## src/rtl/bch_gf5_pkg.sv

```systemverilog
// GF(2^5) arithmetic helpers and shared types for the BCH(31,21) Chien-search corrector.
// Field generated by x^5+x^2+1 with alpha = 5'b00010.
package bch_gf5_pkg;

  localparam int          LP_M         = 5;
  localparam int          LP_N         = 31;
  localparam logic [4:0]  LP_PRIM_POLY = 5'b00101;

  typedef logic [LP_M-1:0] gf5_t;

  // alpha^-1 = alpha^4 + alpha, alpha^-2 = alpha^3 + 1
  localparam gf5_t ALPHA_INV  = 5'h12;
  localparam gf5_t ALPHA_INV2 = 5'h09;

  typedef enum logic [1:0] {
    ST_IDLE,
    ST_CALC,
    ST_SEARCH,
    ST_DONE
  } state_t;

  // Squaring is linear: sum a_i * alpha^(2i), with alpha^0,2,4,6,8 precomputed.
  function automatic gf5_t fn_gf5_sq(input gf5_t a);
    gf5_t r;
    r = '0;
    if (a[0]) r ^= 5'h01;
    if (a[1]) r ^= 5'h04;
    if (a[2]) r ^= 5'h10;
    if (a[3]) r ^= 5'h0A;
    if (a[4]) r ^= 5'h0D;
    return r;
  endfunction

  function automatic gf5_t fn_gf5_mul_alpha_inv(input gf5_t a);
    return {1'b0, a[4:1]} ^ (a[0] ? ALPHA_INV : 5'h00);
  endfunction

  function automatic gf5_t fn_gf5_mul_alpha_inv2(input gf5_t a);
    return {2'b00, a[4:2]} ^ (a[0] ? ALPHA_INV2 : 5'h00) ^ (a[1] ? ALPHA_INV : 5'h00);
  endfunction

endpackage

```

## src/rtl/bch_dec_chien_31_if.sv

```systemverilog
// Handshake bundle of the BCH(31,21) corrector: syndrome/codeword in, corrected word out.
// Signal suffixes describe direction as seen by the corrector.
interface bch_dec_chien_31_if;
  logic        s_valid_i;
  logic        s_ready_o;
  logic [9:0]  synd_i;
  logic [30:0] cw_i;
  logic        m_valid_o;
  logic        m_ready_i;
  logic [30:0] data_o;
  logic [1:0]  n_err_o;
  logic        unc_o;

  modport slave (
    input  s_valid_i, synd_i, cw_i, m_ready_i,
    output s_ready_o, m_valid_o, data_o, n_err_o, unc_o
  );

  modport master (
    output s_valid_i, synd_i, cw_i, m_ready_i,
    input  s_ready_o, m_valid_o, data_o, n_err_o, unc_o
  );
endinterface

```

## src/rtl/bch_dec_chien_31_gf32_mul.sv

```systemverilog
// Combinational general GF(2^5) multiplier (shift-and-add with on-the-fly reduction).
module gf32_mul
  import bch_gf5_pkg::*;
(
  input  gf5_t a,
  input  gf5_t b,
  output gf5_t p
);

  function automatic gf5_t fn_mul(input gf5_t x, input gf5_t y);
    gf5_t acc;
    gf5_t sh;
    acc = '0;
    sh  = x;
    for (int i = 0; i < LP_M; i++) begin
      if (y[i]) acc ^= sh;
      sh = {sh[3:0], 1'b0} ^ (sh[4] ? LP_PRIM_POLY : 5'h00);
    end
    return acc;
  endfunction

  assign p = fn_mul(a, b);

endmodule

```

## src/rtl/bch_dec_chien_31.sv

```systemverilog
// DEC BCH(31,21) error locator/corrector: builds the division-free locator from {S3,S1}
// and runs a bit-serial Chien search over all 31 positions.
module bch_dec_chien_31
  import bch_gf5_pkg::*;
#(
  parameter int P_N = 31,
  parameter int P_M = 5
) (
  input  logic                clk_i,
  input  logic                rst_n_i,
  bch_dec_chien_31_if.slave   bus
);

  if (P_N != LP_N || P_M != LP_M) begin : g_param_check
    $error("bch_dec_chien_31 supports only P_N=31 and P_M=5");
  end

  localparam logic [4:0] LP_K_LAST = 5'(P_N - 1);

  state_t      state_q, state_d;
  logic [30:0] cw_q, cw_orig_q;
  gf5_t        s1_q, s3_q;
  gf5_t        r0_q, r1_q, r2_q;
  logic [4:0]  k_q;
  logic [1:0]  cnt_q, exp_q, n_err_q;
  logic        unc_q;

  gf5_t        s1_sq, s1_cu, r2_init;
  logic        root, k_last;
  logic [1:0]  cnt_nxt;

  assign s1_sq = fn_gf5_sq(s1_q);

  gf32_mul u_cube (
    .a (s1_q),
    .b (s1_sq),
    .p (s1_cu)
  );

  assign r2_init = s3_q ^ s1_cu;
  // Sum of the three scaled terms is sigma'(alpha^-k); zero marks an error at bit k.
  assign root    = ((r0_q ^ r1_q ^ r2_q) == 5'h00);
  assign k_last  = (k_q == LP_K_LAST);
  assign cnt_nxt = (root && cnt_q != 2'd3) ? cnt_q + 2'd1 : cnt_q;

  // NOTE: sequential state uses non-blocking assignments so every register samples pre-edge values.
  always_ff @(posedge clk_i or negedge rst_n_i) begin
    if (!rst_n_i) state_q <= ST_IDLE;
    else          state_q <= state_d;
  end

  // NOTE: state_d gets a default before the case so no path leaves it unassigned (no latch).
  always_comb begin
    state_d = state_q;
    unique case (state_q)
      ST_IDLE:   if (bus.s_valid_i)        state_d = ST_CALC;
      ST_CALC:   state_d = (s1_q == 5'h00) ? ST_DONE : ST_SEARCH;
      ST_SEARCH: if (k_last)               state_d = ST_DONE;
      ST_DONE:   if (bus.m_ready_i)        state_d = ST_IDLE;
      default:   state_d = ST_IDLE;
    endcase
  end

  always_ff @(posedge clk_i or negedge rst_n_i) begin
    if (!rst_n_i) begin
      cw_q      <= '0;
      cw_orig_q <= '0;
      s1_q      <= '0;
      s3_q      <= '0;
      r0_q      <= '0;
      r1_q      <= '0;
      r2_q      <= '0;
      k_q       <= '0;
      cnt_q     <= '0;
      exp_q     <= '0;
      n_err_q   <= '0;
      unc_q     <= 1'b0;
    end else begin
      unique case (state_q)
        ST_IDLE: begin
          if (bus.s_valid_i) begin
            cw_q      <= bus.cw_i;
            cw_orig_q <= bus.cw_i;
            s1_q      <= bus.synd_i[4:0];
            s3_q      <= bus.synd_i[9:5];
          end
        end
        ST_CALC: begin
          r0_q    <= s1_q;
          r1_q    <= s1_sq;
          r2_q    <= r2_init;
          k_q     <= '0;
          cnt_q   <= '0;
          n_err_q <= '0;
          unc_q   <= (s1_q == 5'h00) && (s3_q != 5'h00);
          exp_q   <= (r2_init == 5'h00) ? 2'd1 : 2'd2;
        end
        ST_SEARCH: begin
          r1_q  <= fn_gf5_mul_alpha_inv(r1_q);
          r2_q  <= fn_gf5_mul_alpha_inv2(r2_q);
          k_q   <= k_q + 5'd1;
          cnt_q <= cnt_nxt;
          cw_q  <= cw_q ^ ({30'b0, root} << k_q);
          if (k_last) begin
            // Root count disagreeing with the locator degree means more than two errors.
            if (cnt_nxt != exp_q) begin
              unc_q   <= 1'b1;
              n_err_q <= '0;
              cw_q    <= cw_orig_q;
            end else begin
              n_err_q <= cnt_nxt;
            end
          end
        end
        default: ;
      endcase
    end
  end

  assign bus.s_ready_o = (state_q == ST_IDLE);
  assign bus.m_valid_o = (state_q == ST_DONE);
  assign bus.data_o    = cw_q;
  assign bus.n_err_o   = n_err_q;
  assign bus.unc_o     = unc_q;

endmodule
```

## src/flat_wrapper.sv

```systemverilog
// flat-port wrapper written by rule: the top's interface ports become plain ports
module bch_dec_chien_31_flat import bch_gf5_pkg::*;
#(
  parameter int P_N = 31,
  parameter int P_M = 5
)
  (clk_i, rst_n_i, bus_s_valid_i, bus_synd_i, bus_cw_i, bus_m_ready_i, bus_s_ready_o, bus_m_valid_o, bus_data_o, bus_n_err_o, bus_unc_o);
  bch_dec_chien_31_if bus_i ();
  input  logic clk_i;
  input  logic rst_n_i;
  input wire logic [$bits(bus_i.s_valid_i)-1:0] bus_s_valid_i;
  input wire logic [$bits(bus_i.synd_i)-1:0] bus_synd_i;
  input wire logic [$bits(bus_i.cw_i)-1:0] bus_cw_i;
  input wire logic [$bits(bus_i.m_ready_i)-1:0] bus_m_ready_i;
  output wire logic [$bits(bus_i.s_ready_o)-1:0] bus_s_ready_o;
  output wire logic [$bits(bus_i.m_valid_o)-1:0] bus_m_valid_o;
  output wire logic [$bits(bus_i.data_o)-1:0] bus_data_o;
  output wire logic [$bits(bus_i.n_err_o)-1:0] bus_n_err_o;
  output wire logic [$bits(bus_i.unc_o)-1:0] bus_unc_o;
  assign bus_i.s_valid_i = bus_s_valid_i;
  assign bus_i.synd_i = bus_synd_i;
  assign bus_i.cw_i = bus_cw_i;
  assign bus_i.m_ready_i = bus_m_ready_i;
  assign bus_s_ready_o = bus_i.s_ready_o;
  assign bus_m_valid_o = bus_i.m_valid_o;
  assign bus_data_o = bus_i.data_o;
  assign bus_n_err_o = bus_i.n_err_o;
  assign bus_unc_o = bus_i.unc_o;
  bch_dec_chien_31 #(.P_N(P_N), .P_M(P_M)) u_core (.clk_i(clk_i), .rst_n_i(rst_n_i), .bus(bus_i));
endmodule
```

## config.mk

```make
export PLATFORM = sky130hd
export DESIGN_NAME = bch_dec_chien_31_flat
export DESIGN_NICKNAME = d
export VERILOG_FILES = /design/src/rtl/bch_gf5_pkg.sv /design/src/rtl/bch_dec_chien_31_if.sv /design/src/rtl/bch_dec_chien_31_gf32_mul.sv /design/src/rtl/bch_dec_chien_31.sv /design/src/flat_wrapper.sv
export SDC_FILE = /design/constraint.sdc
export NUM_CORES = 1
export LEC_CHECK = 0
export ABC_AREA = 1
export CAP_MARGIN = 20
export CORE_UTILIZATION = 50
export DETAILED_ROUTE_END_ITERATION = 8
export GPL_TIMING_DRIVEN = 0
export PLACE_DENSITY = 0.84
export SLEW_MARGIN = 5
export SYNTH_ARGS = -nofsm -noshare
export SYNTH_HDL_FRONTEND = slang
export SYNTH_SLANG_ARGS = --single-unit
```

## constraint.sdc

```tcl
create_clock -name clk_i -period 2.68 [get_ports clk_i]
set_input_delay 0.268 -clock clk_i [delete_from_list [all_inputs] [get_ports clk_i]]
set_output_delay 0.268 -clock clk_i [all_outputs]
set_load 0.02 [all_outputs]
```

==> results.py <==
metrics = {
    "grt": {
        "overflow": 0,
        "antenna_found_initial": 0,
        "grt_pass1_vias": 5721,
        "grt_max_degree": 64,
        "grt.total_usage": 0.273,
        "grt_first_pass_wirelength_um": 27500,
    },
    "cts": {
        "cts.sinks": 101,
        "post-cts-setup-buffers": 0,
        "cts_tree": "done",
        "root_buffer": "clkbuf_16",
        "clkLatencyLatePin_ps": 350,
        "path_clk_slew_ps": 70,
        "cts_buffer_depth": 2,
        "cts_inserted_buffers": 9,
        "cts_max_level": 3,
    },
    "sta": {
        "whs_ps": 461,
        "slew_viol_final": 0,
        "fin_skew_ps": 7.21,
        "setup_viol": 0,
        "relSlewSlack": 0.577,
        "worst_pin_slew_ps": 634,
        "rsz0062_at_grt": "false",
        "hold_viol_final": 0,
        "max_freq_mhz": 411,
        "period_minus_slack_ps": 2440,
        "final.period_utilization": 0.909,
    },
    "setup_path": {
        "crit_path_start_kind": "register",
        "cp.required_ps": 2890,
        "reg2reg_slack_ps": 240,
        "cp.arrival_ps": 2650,
        "ff2ff_path_depth": 6,
        "r2r_start": "u_core.state_q[0]",
        "r2r_end": "u_core.cw_orig_q[22]",
        "cp-end-kind": "register",
        "crit_fanout": 10,
        "critPathKind": "reg -> reg",
    },
    "synth": {
        "synth_edf_count": 0,
        "syn_nets": 878,
        "synth_cell_type_count": 38,
        "syn_inst": 825,
        "yosysWarnings": 0,
        "netlist_area_um2": 6150,
        "yosysSeqAreaShare": 0.411,
        "ys.flop_type": "dfrtp_1",
        "async_flop_share": 1.00,
        "synth-seq-cells": 101,
        "synth.avg_cell_area_um2": 7.46,
    },
    "floorplan": {
        "io_pins": 81,
        "die-area_um2": 12700,
        "core_um2": 12000,
        "die_w_um": 113,
        "initial_core_util": 0.512,
        "die_h_um": 113,
        "rows": 40,
    },
    "final_layout": {
        "diodes": 0,
        "n_fill_cell": 1031,
        "nNetsFinal": 970,
        "syn2layout_area_growth_pct": 21.9,
        "drive_gt1_frac": 0.0803,
    },
    "placement": {
        "hpwl_um": 11800,
        "finalWeightedCongestion": 0.886,
        "portBuffers": 80,
    },
    "drt": {
        "wl_um": 16800,
        "antenna_left": 0,
        "routed_via_density": 5.64,
        "vias": 6028,
        "wl_per_cell_um": 15.7,
        "dr.pass1.iters": 6,
        "route.detailed.drc": 0,
        "drtIter0Drc": 539,
    },
    "power": {
        "power.total_mw": 9.70,
        "p_leak_nw": 3.50,
        "irDropWorstVdd_v": 0.000575,
        "pwr_density_cell_nw_per_um2": 1290,
    },
    "hold_path": {
        "hold_path.class": "in -> async",
    },
    "run_status": {
        "status": "completed",
    },
    "job": {
        "max_cap_viol_count": 0,
    },
}
## stage by stage
stage               instance area [um2]  TNS (ps)   util  cells  setup WS (ps)
detailed placement                 7160         0  0.596   1053            173
global route                       7500         0  0.624   1069            113
global placement                   7140   -253840  0.594   1052          -2520
CTS                                7500         0  0.624   1070            108
finish                             7500         0  0.624   1069            245
floorplan                          6150         0      -    825            792
## kinds of logic (layout without fill, tap and decap cells)
group                    Yosys count  in the layout  share of synthesized area
flip-flops                       101            101                      0.411
AO/OA/AOI/OAI                    152            152                      0.136
AND/OR/NAND/NOR                  386            386                      0.299
adder cells (fa/ha/maj)            8              8                     0.0163
XOR/XNOR                          22             22                     0.0313
buffers and inverters            153            250                      0.102
multiplexers                       3              3                    0.00549
## Yosys cell counts (all sizes together) (5+ instances only)
master,instances,area [um2]
buf,15,106
nand4,22,144
dfrtp,101,2530
nand3,107,636
a21oi,109,546
clkbuf,28,105
xnor2,10,87.6
o21bai,5,37.5
xor2,12,105
o221ai,9,78.8
inv,109,409
nor2,89,382
o21ai,17,85.1
nand2,161,632
ha,8,100
## cells in the final DEF (no fill, tap or decap), types with 10 or more instances in the layout
cell type          n
nand3_1           87
inv_1            102
xnor2_1           10
o21ai_0           16
nand4_1           21
dfrtp_1          101
xor2_1            12
nor2_1            81
nand3_2           20
clkdlybuf4s50_1   79
clkbuf_1          28
a21oi_1          109
nand2_1          154
## area by class of cell
class / count / area [um2] / area share
Timing Repair Buffer: 82 / 836 / 0.112
Sequential cell: 101 / 2530 / 0.337
Tap cell: 147 / 184 / 0.0245
Inverter: 110 / 413 / 0.0551
Clock buffer: 12 / 256 / 0.0342
Multi-Input combinational cell: 571 / 3000 / 0.400
Buffer: 42 / 208 / 0.0277
Clock inverter: 4 / 70.1 / 0.00935
## registers in the layout, summed over array words and instances (netlist names)
name	cells
u_core.bus.data_o	31
u_core.bus.n_err_o	2
u_core.bus.unc_o	1
u_core.cnt_q	2
u_core.cw_orig_q	31
u_core.exp_q	2
u_core.k_q	5
u_core.r0_q	5
u_core.r1_q	5
u_core.r2_q	5
u_core.s1_q	5
u_core.s3_q	5
u_core.state_q	2
## what timing repair did
item,4_1_cts,5_1_grt
endpoints found under the setup margin,0,30
gates resized for setup,0,1
endpoints found under the hold margin,38,0
hold buffers,1,0
## metal layers
layer,global-route usage,vias up,routed length (um)
met4,0.122,0,486
met2,0.437,290,7820
met1,0.370,2823,7170
li1,-,2874,-
met3,0.0391,41,1320
met5,0,-,0
## worst max path at each step
stage	from	endpoint	slack, ps
floorplan	u_core.s1_q[0]	u_core.exp_q[1]	790
global placement	rst_n_i	u_core.s1_q[2]	-2520
detailed placement	u_core.state_q[0]	u_core.bus.data_o[25]	170
CTS	u_core.state_q[0]	u_core.bus.data_o[28]	110
global route	u_core.state_q[0]	u_core.cw_orig_q[22]	110
finish	u_core.state_q[0]	u_core.cw_orig_q[22]	240
## power by group
group	switching, mW	internal (mW)	leakage, nW
clock	0.573	0.867	0.163
combinational	3.43	2.02	2.18
sequential	0.560	2.24	1.15
total	4.57	5.13	3.50
## worst max-delay path: stages, from the launching register on
cell and delay [ps]:
dfrtp_1 420, inv_1 90, ha_1 280, nand2_1 330, clkbuf_1 540, clkbuf_1 490, a21oi_1 150
Note: power is estimated with default switching activity, not from simulation.
